## config.mk

```make
export PLATFORM = sky130hd
export DESIGN_NAME = mem_read_responder
export DESIGN_NICKNAME = d
export VERILOG_FILES = /design/src/rtl/mem_read_responder.sv
export SDC_FILE = /design/constraint.sdc
export NUM_CORES = 1
export LEC_CHECK = 0
export CELL_PAD_IN_SITES_DETAIL_PLACEMENT = 2
export CELL_PAD_IN_SITES_GLOBAL_PLACEMENT = 2
export CORE_MARGIN = 4
export CORE_UTILIZATION = 19
export CTS_CLUSTER_SIZE = 14
export DETAILED_ROUTE_END_ITERATION = 7
export PLACE_DENSITY = 0.84
export SLEW_MARGIN = 20
export SYNTH_ARGS = -nofsm -noshare
export SYNTH_HDL_FRONTEND = slang
export SYNTH_SLANG_ARGS = --single-unit
```

## constraint.sdc

```tcl
create_clock -name clk -period 2.75 [get_ports clk]
set_clock_uncertainty 0.15 [all_clocks]
set_input_delay 0.55 -clock clk [delete_from_list [all_inputs] [get_ports clk]]
set_output_delay 0.55 -clock clk [all_outputs]
set_load 0.01 [all_outputs]
```

## src/rtl/mem_read_responder.sv

```systemverilog
// Read-side memory model: one request at a time on req/ack, returns an address-derived pattern.
// Define MEM_RESP_RAND_LAT_EN to add 0..7 cycles of LFSR-driven jitter to the fixed LATENCY.
module mem_read_responder #(
    parameter int unsigned ADDR_W  = 16,
    parameter int unsigned DATA_W  = 8,
    parameter int unsigned LANES   = 16,
    parameter int unsigned LATENCY = 2,
    parameter int unsigned CNT_W   = 16
) (
    input  logic                      clk,
    input  logic                      reset,
    input  logic                      req,
    input  logic [ADDR_W-1:0]         addr,
    output logic                      ack,
    output logic [DATA_W*LANES-1:0]   rdata,
    output logic                      busy,
    output logic [CNT_W-1:0]          req_cnt,
    output logic                      proto_err
);

    localparam int unsigned PROD_W = ADDR_W + $clog2(LANES);
    // Wide enough for LATENCY-1 plus the optional 3-bit jitter.
    localparam int unsigned LAT_W  = 9;

    typedef enum logic [1:0] {StIdle, StWait, StAck} state_e;

    state_e                    state;
    logic [ADDR_W-1:0]         addr_q;
    logic [LAT_W-1:0]          lat_cnt;
    logic [LAT_W-1:0]          lat_load;
    logic [PROD_W-1:0]         base;
    logic [DATA_W*LANES-1:0]   pattern;

`ifdef MEM_RESP_RAND_LAT_EN
    logic [15:0] lfsr;
    assign lat_load = LAT_W'(LATENCY - 1) + LAT_W'(lfsr[2:0]);
`else
    assign lat_load = LAT_W'(LATENCY - 1);
`endif

    always_comb begin
        pattern = '0;
        base    = PROD_W'(addr_q) * PROD_W'(LANES);
        for (int i = 0; i < LANES; i++) begin
            pattern[i*DATA_W +: DATA_W] = DATA_W'(base + PROD_W'(i));
        end
    end

    always_ff @(posedge clk) begin
        if (reset) begin
            state     <= StIdle;
            addr_q    <= '0;
            lat_cnt   <= '0;
            ack       <= 1'b0;
            rdata     <= '0;
            busy      <= 1'b0;
            req_cnt   <= '0;
            proto_err <= 1'b0;
`ifdef MEM_RESP_RAND_LAT_EN
            lfsr      <= 16'hACE1;
`endif
        end else begin
            ack <= 1'b0;
            case (state)
                StIdle: begin
                    if (req) begin
                        addr_q  <= addr;
                        lat_cnt <= lat_load;
                        busy    <= 1'b1;
                        state   <= StWait;
`ifdef MEM_RESP_RAND_LAT_EN
                        // Fibonacci taps 16,14,13,11
                        lfsr    <= {lfsr[14:0], lfsr[15] ^ lfsr[13] ^ lfsr[12] ^ lfsr[10]};
`endif
                    end
                end
                StWait: begin
                    // A dropped request abandons the transfer; it never gets an ack.
                    if (!req) begin
                        proto_err <= 1'b1;
                        busy      <= 1'b0;
                        state     <= StIdle;
                    end else if (lat_cnt == '0) begin
                        ack     <= 1'b1;
                        rdata   <= pattern;
                        req_cnt <= req_cnt + CNT_W'(1);
                        state   <= StAck;
                    end else begin
                        lat_cnt <= lat_cnt - LAT_W'(1);
                    end
                end
                StAck: begin
                    busy  <= 1'b0;
                    state <= StIdle;
                end
                default: begin
                    busy  <= 1'b0;
                    state <= StIdle;
                end
            endcase
        end
    end

endmodule

```

After elaboration in Yosys (flattened, before gate mapping)
Cells that the tools add are included.

Memory bits (writable): 0. Latch bits: 0. Output and inout port bits: 147. Bits of input ports: 19. Flip-flop bits (word level): 158. Memories: 0. ROM bits: 0. Word-level logic and storage cells: 55.

Divide/modulo/power cells: 0. Bitwise operators: 2. Add/subtract/negate cells: 17. Eq/ne operators: 6. Magnitude comparators: 0. Multipliers: 0. Mux-type cells: 12. Reduce and logical (&&, ||, !) cells: 10. Shift operators: 0.

Operators with widths (count): adder 8 x 4 -> 8 bit (second input constant) (8); adder 8 x 3 -> 8 bit (second input constant) (4); 2-to-1 mux 9 bit (3); case mux 9 bit (2 select lines) (1); adder 16 x 1 -> 16 bit (second input constant) (1); adder 8 x 2 -> 8 bit (second input constant) (2); zero test 9 bit (1); subtractor 9 x 1 -> 9 bit (second input constant) (1); adder 8 x 1 -> 8 bit (second input constant) (1); != test 2 bit (second input constant) (4); AND reduction 2 bit (4); 2-to-1 mux 2 bit (3); case mux 2 bit (2 select lines) (1); AND reduction 4 bit (1); 2-to-1 mux 1 bit (3); != test 3 bit (second input constant) (1); AND reduction 3 bit (1); OR reduction 3 bit (1); == test 2 x 1 -> 1 bit (second input constant) (1); zero test 2 bit (1); inverter 1 bit (2); case mux 1 bit (2 select lines) (1); nonzero test 2 bit (1).

Longest topological paths before layout
Word-level depth: 4. Gate-level depth with buffers: 9. Mapped depth without buffers: 6.

Least setup slack after synthesis
No wires, ideal clock.

Path type: register to register. From: register lat_cnt[4]. To: register req_cnt[11]. Path buffers: 2. Path slack: 0.267 ns. Data arrival time: 2.262 ns. Setup time: 0.071 ns. Data required time: 2.529 ns. Stages on the path, launching flop included: 7. Clock period less this slack: 2.483 ns. Cell sequence: dfxtp_1 or4_4 or4_1 buf_2 buf_6 or4_1 a21oi_1.

Longest elaborated chain between the ends: 2.

RTL lines: from (decl) (RTL line 29) `logic [LAT_W-1:0] lat_cnt;`; from (signal assigned) (RTL line 68) `lat_cnt <= lat_load;`; from (signal assigned) (RTL line 89) `lat_cnt <= lat_cnt - LAT_W'(1);`; zero test 9 bit (RTL line 83) `end else if (lat_cnt == '0) begin`; AND reduction 3 bit (no line); to (signal assigned) (RTL line 86) `req_cnt <= req_cnt + CNT_W'(1);`; to (decl) (RTL line 17) `output logic [CNT_W-1:0] req_cnt,`.

Every way passes these cells. A chain may end at the register's enable or synchronous reset.

Worst setup path after layout
From: register lat_cnt[1]. To: register req_cnt[14].

Same word-level chain as after synthesis.

==> impl_metrics.toml <==
[yosys]
ys_seq_area_share_pct = 28.9
syn_area_per_cell_um2 = 8.02
yosys.cell_types.count = 38
ys_warn_count = 0
synth_area_mm2 = 0.00270
ys_seq_elements = 39
syn_inst = 337

[critical_path]
endpoint_kind = "register"
crit_required_ns = 2.81
crit_fanout = 27
rr_startpoint = "lat_cnt[1]$_SDFFE_PP0P_"
cp-start-kind = "register"
crit_arrival_ns = 2.73
crit_start = "lat_cnt[1]$_SDFFE_PP0P_"
crit_buf_inv = 2
slowest_delay_ns = 0.51
cpLargestDelayFamily = "simple AND/OR/NAND/NOR gates"
path_cells = "inv_1 > ha_2 > or3b_2 > or4_4 > buf_12 > or4_1 > a21oi_1"
cpMaxStageDelayCell = "or4_1"
worst-setup-path-type = "register to register"

[hold_path]
hold_start = "addr_q[0]$_SDFFE_PP0P_"
hold_class = "register to register"

[power]
seqPwrFrac_pct = 38.0
powerDensity_mw_per_mm2 = 448
switchingPower_w = 0.000439
combPwrFrac_pct = 20.0
ir_drop_mv = 0.200
power.internal_w = 0.00117
switching_share_pct = 27.3
clkPwrFrac_pct = 42.0
leakagePower_nw = 1.24

[cts]
clk_pin_slew_ns = 0.06
cts_tree = "yes"
clock-sinks = 39
clockRootBuffer = "clkbuf_16"
post_cts_buffers = 0
cts_buffers = 5
htree_levels = 2
clk_latency_ns = 0.28
postCtsHoldBufs = 0
cts-resized-gates = 1
clockBufferDepth = 2

[routing]
avgRoutedWirePerCell_um = 14.8
vias = 2343
post-route-drc-count = 0
vias_per_cell = 4.21
dr.pass1.iters = 4
ant_nets = 0
routed_wl_mm = 8.24
drtIter0Drc = 87

[sta]
relSlewSlack_pct = 51.4
timing.hold.ws_ns = 0.317
fmax_mhz = 375
tightest_slew_ns = 0.726
finalCriticalPeriod_ns = 2.67
finalCritPeriodShare_pct = 97.0
fin_tns_setup_ns = 0
rsz0062_at_grt = "false"
finalSetupViolCount = 0
hold_viol = 0
slew_violations = 0
setup_slack_ns = 0.0837

[placed_design]
dp_hpwl_mm = 6.07
place.gp.congestion = 0.810
dp_slack_ns = -0.0594
dpl-instance-area_mm2 = 0.00339
portBuffers = 121

[floorplanning]
die_h_um = 127
pin_count = 166
die_area_mm2 = 0.0162
die_w_um = 127
fp-row-count = 43
core-area_mm2 = 0.0139
initial_core_util_pct = 19.4

[layout]
n_fill_cell = 1571
drive_gt1_share_pct = 7.98
final_common_cell = "clkdlybuf4s50_1"
design_area_mm2 = 0.00358
synthToLayoutAreaGrowth_pct = 32.4
fin_nets = 396
final_cell_mix = "clkdlybuf4s50_1, dfxtp_1, conb_1"
utilization_pct = 25.7
num_antenna_cells = 0

[grt]
grt_pass1_vias = 2423
grt_max_degree = 33
globalRoute.totalOverflow = 0
grt_pass1_wl_mm = 12.6
grt_usage_pct = 9.46
antenna_found_initial = 0

[flow_run]
maxCapViolCount = 0

[status]
outcome = "complete, no violations"
==> routing by layer <==
layer	up-vias	GRT usage (%)	wire [um]
met5	-	0	0
met4	0	3.91	189
met3	10	2.09	603
met2	98	18.3	4420
met1	1148	9.71	3020
li1	1087	-	-
==> final cells by class <==
cell class,instances,area (um2),area share [%]
Clock buffer,5,125,3.50
Tap cell,180,225,6.29
Timing Repair Buffer,137,1340,37.5
Multi-Input combinational cell,186,1040,29.0
Sequential cell,39,781,21.8
Inverter,6,22.5,0.629
Clock inverter,3,43.8,1.22
==> power by group through the flow <==
| stage | combinational [W] | clock (W) | sequential (W) |
|---|---|---|---|
| 6_report | 0.000321 | 0.000674 | 0.000610 |
| 3_3_place_gp | 0.000296 | 0 | 0.000619 |
| 4_1_cts | 0.000319 | 0.000690 | 0.000610 |
| 2_1_floorplan | 0.000236 | 0 | 0.000623 |
| 3_5_place_dp | 0.000310 | 0 | 0.000621 |
| 5_1_grt | 0.000350 | 0.000713 | 0.000613 |
==> synthesized netlist by cell type <==
cell | count | area [um2]
buf_4 | 123 | 923
dfxtp_1 | 39 | 781
a21oi_1 | 29 | 145
nand2_1 | 20 | 75.1
or4_1 | 15 | 113
o31ai_1 | 13 | 97.6
nor2_1 | 11 | 41.3
o21ai_0 | 9 | 45.0
clkbuf_1 | 8 | 30.0
or3_1 | 7 | 43.8
inv_1 | 6 | 22.5
nand4_1 | 6 | 37.5
nor3_1 | 6 | 30.0
nand2b_1 | 5 | 31.3
buf_1 | 4 | 15.0
nand3_1 | 4 | 20.0
and3_1 | 3 | 18.8
and2_1 | 2 | 12.5
ha_1 | 2 | 25.0
nand3b_1 | 2 | 15.0
nor2b_1 | 2 | 12.5
nor3b_1 | 2 | 15.0
o211ai_1 | 2 | 15.0
o311ai_0 | 2 | 17.5
o41ai_1 | 2 | 17.5
a211oi_1 | 1 | 7.51
a31o_2 | 1 | 8.76
a31oi_1 | 1 | 6.26
and4_1 | 1 | 8.76
buf_2 | 1 | 5.00
buf_6 | 1 | 11.3
conb_1 | 1 | 3.75
nor4_1 | 1 | 6.26
o21a_1 | 1 | 7.51
or3b_2 | 1 | 8.76
or4_4 | 1 | 11.3
or4b_2 | 1 | 10.0
xnor2_1 | 1 | 8.76
==> cells by family (layout without fill, tap and decap cells) <==
kind of cell	after synthesis	after routing	synth area share, %
AO/OA/AOI/OAI	61	61	13.6
XOR/XNOR	1	1	0.324
adder cells (fa/ha/maj)	2	2	0.925
buffers and inverters	143	151	37.3
flip-flops	39	39	28.9
other	1	32	0.139
AND/OR/NAND/NOR	90	90	18.9
==> worst register-to-register path: stages (launching register included) <==
cell     delay, ns
dfxtp_1       0.33
inv_1         0.08
ha_2          0.22
or3b_2        0.50
or4_4         0.45
buf_12        0.17
or4_1         0.51
a21oi_1       0.17
==> stage by stage <==
step / total power (W) / cells
6_report: 0.00160 / 556
5_1_grt: 0.00168 / 556
4_1_cts: 0.00162 / 556
3_5_place_dp: 0.000931 / 548
3_3_place_gp: 0.000915 / 548
2_1_floorplan: 0.000859 / 368
==> sequential cells by signal, indices dropped and copies added (netlist names) <==
| name | count |
|---|---|
| req_cnt | 16 |
| lat_cnt | 9 |
| rdata | 5 |
| addr_q | 4 |
| state | 2 |
| ack | 1 |
| busy | 1 |
| proto_err | 1 |
==> final timing paths <==
path                              endpoint  slack [ns]  depth (start not counted)
setup / recovery  req_cnt[14]$_SDFFE_PP0P_        0.08                          7
hold reg to reg    rdata[124]$_SDFFE_PP0P_        0.32                          2
hold / removal     rdata[124]$_SDFFE_PP0P_        0.32                          2
setup reg to reg  req_cnt[14]$_SDFFE_PP0P_        0.08                          7
No activity file was read; power rests on OpenSTA's default activity.
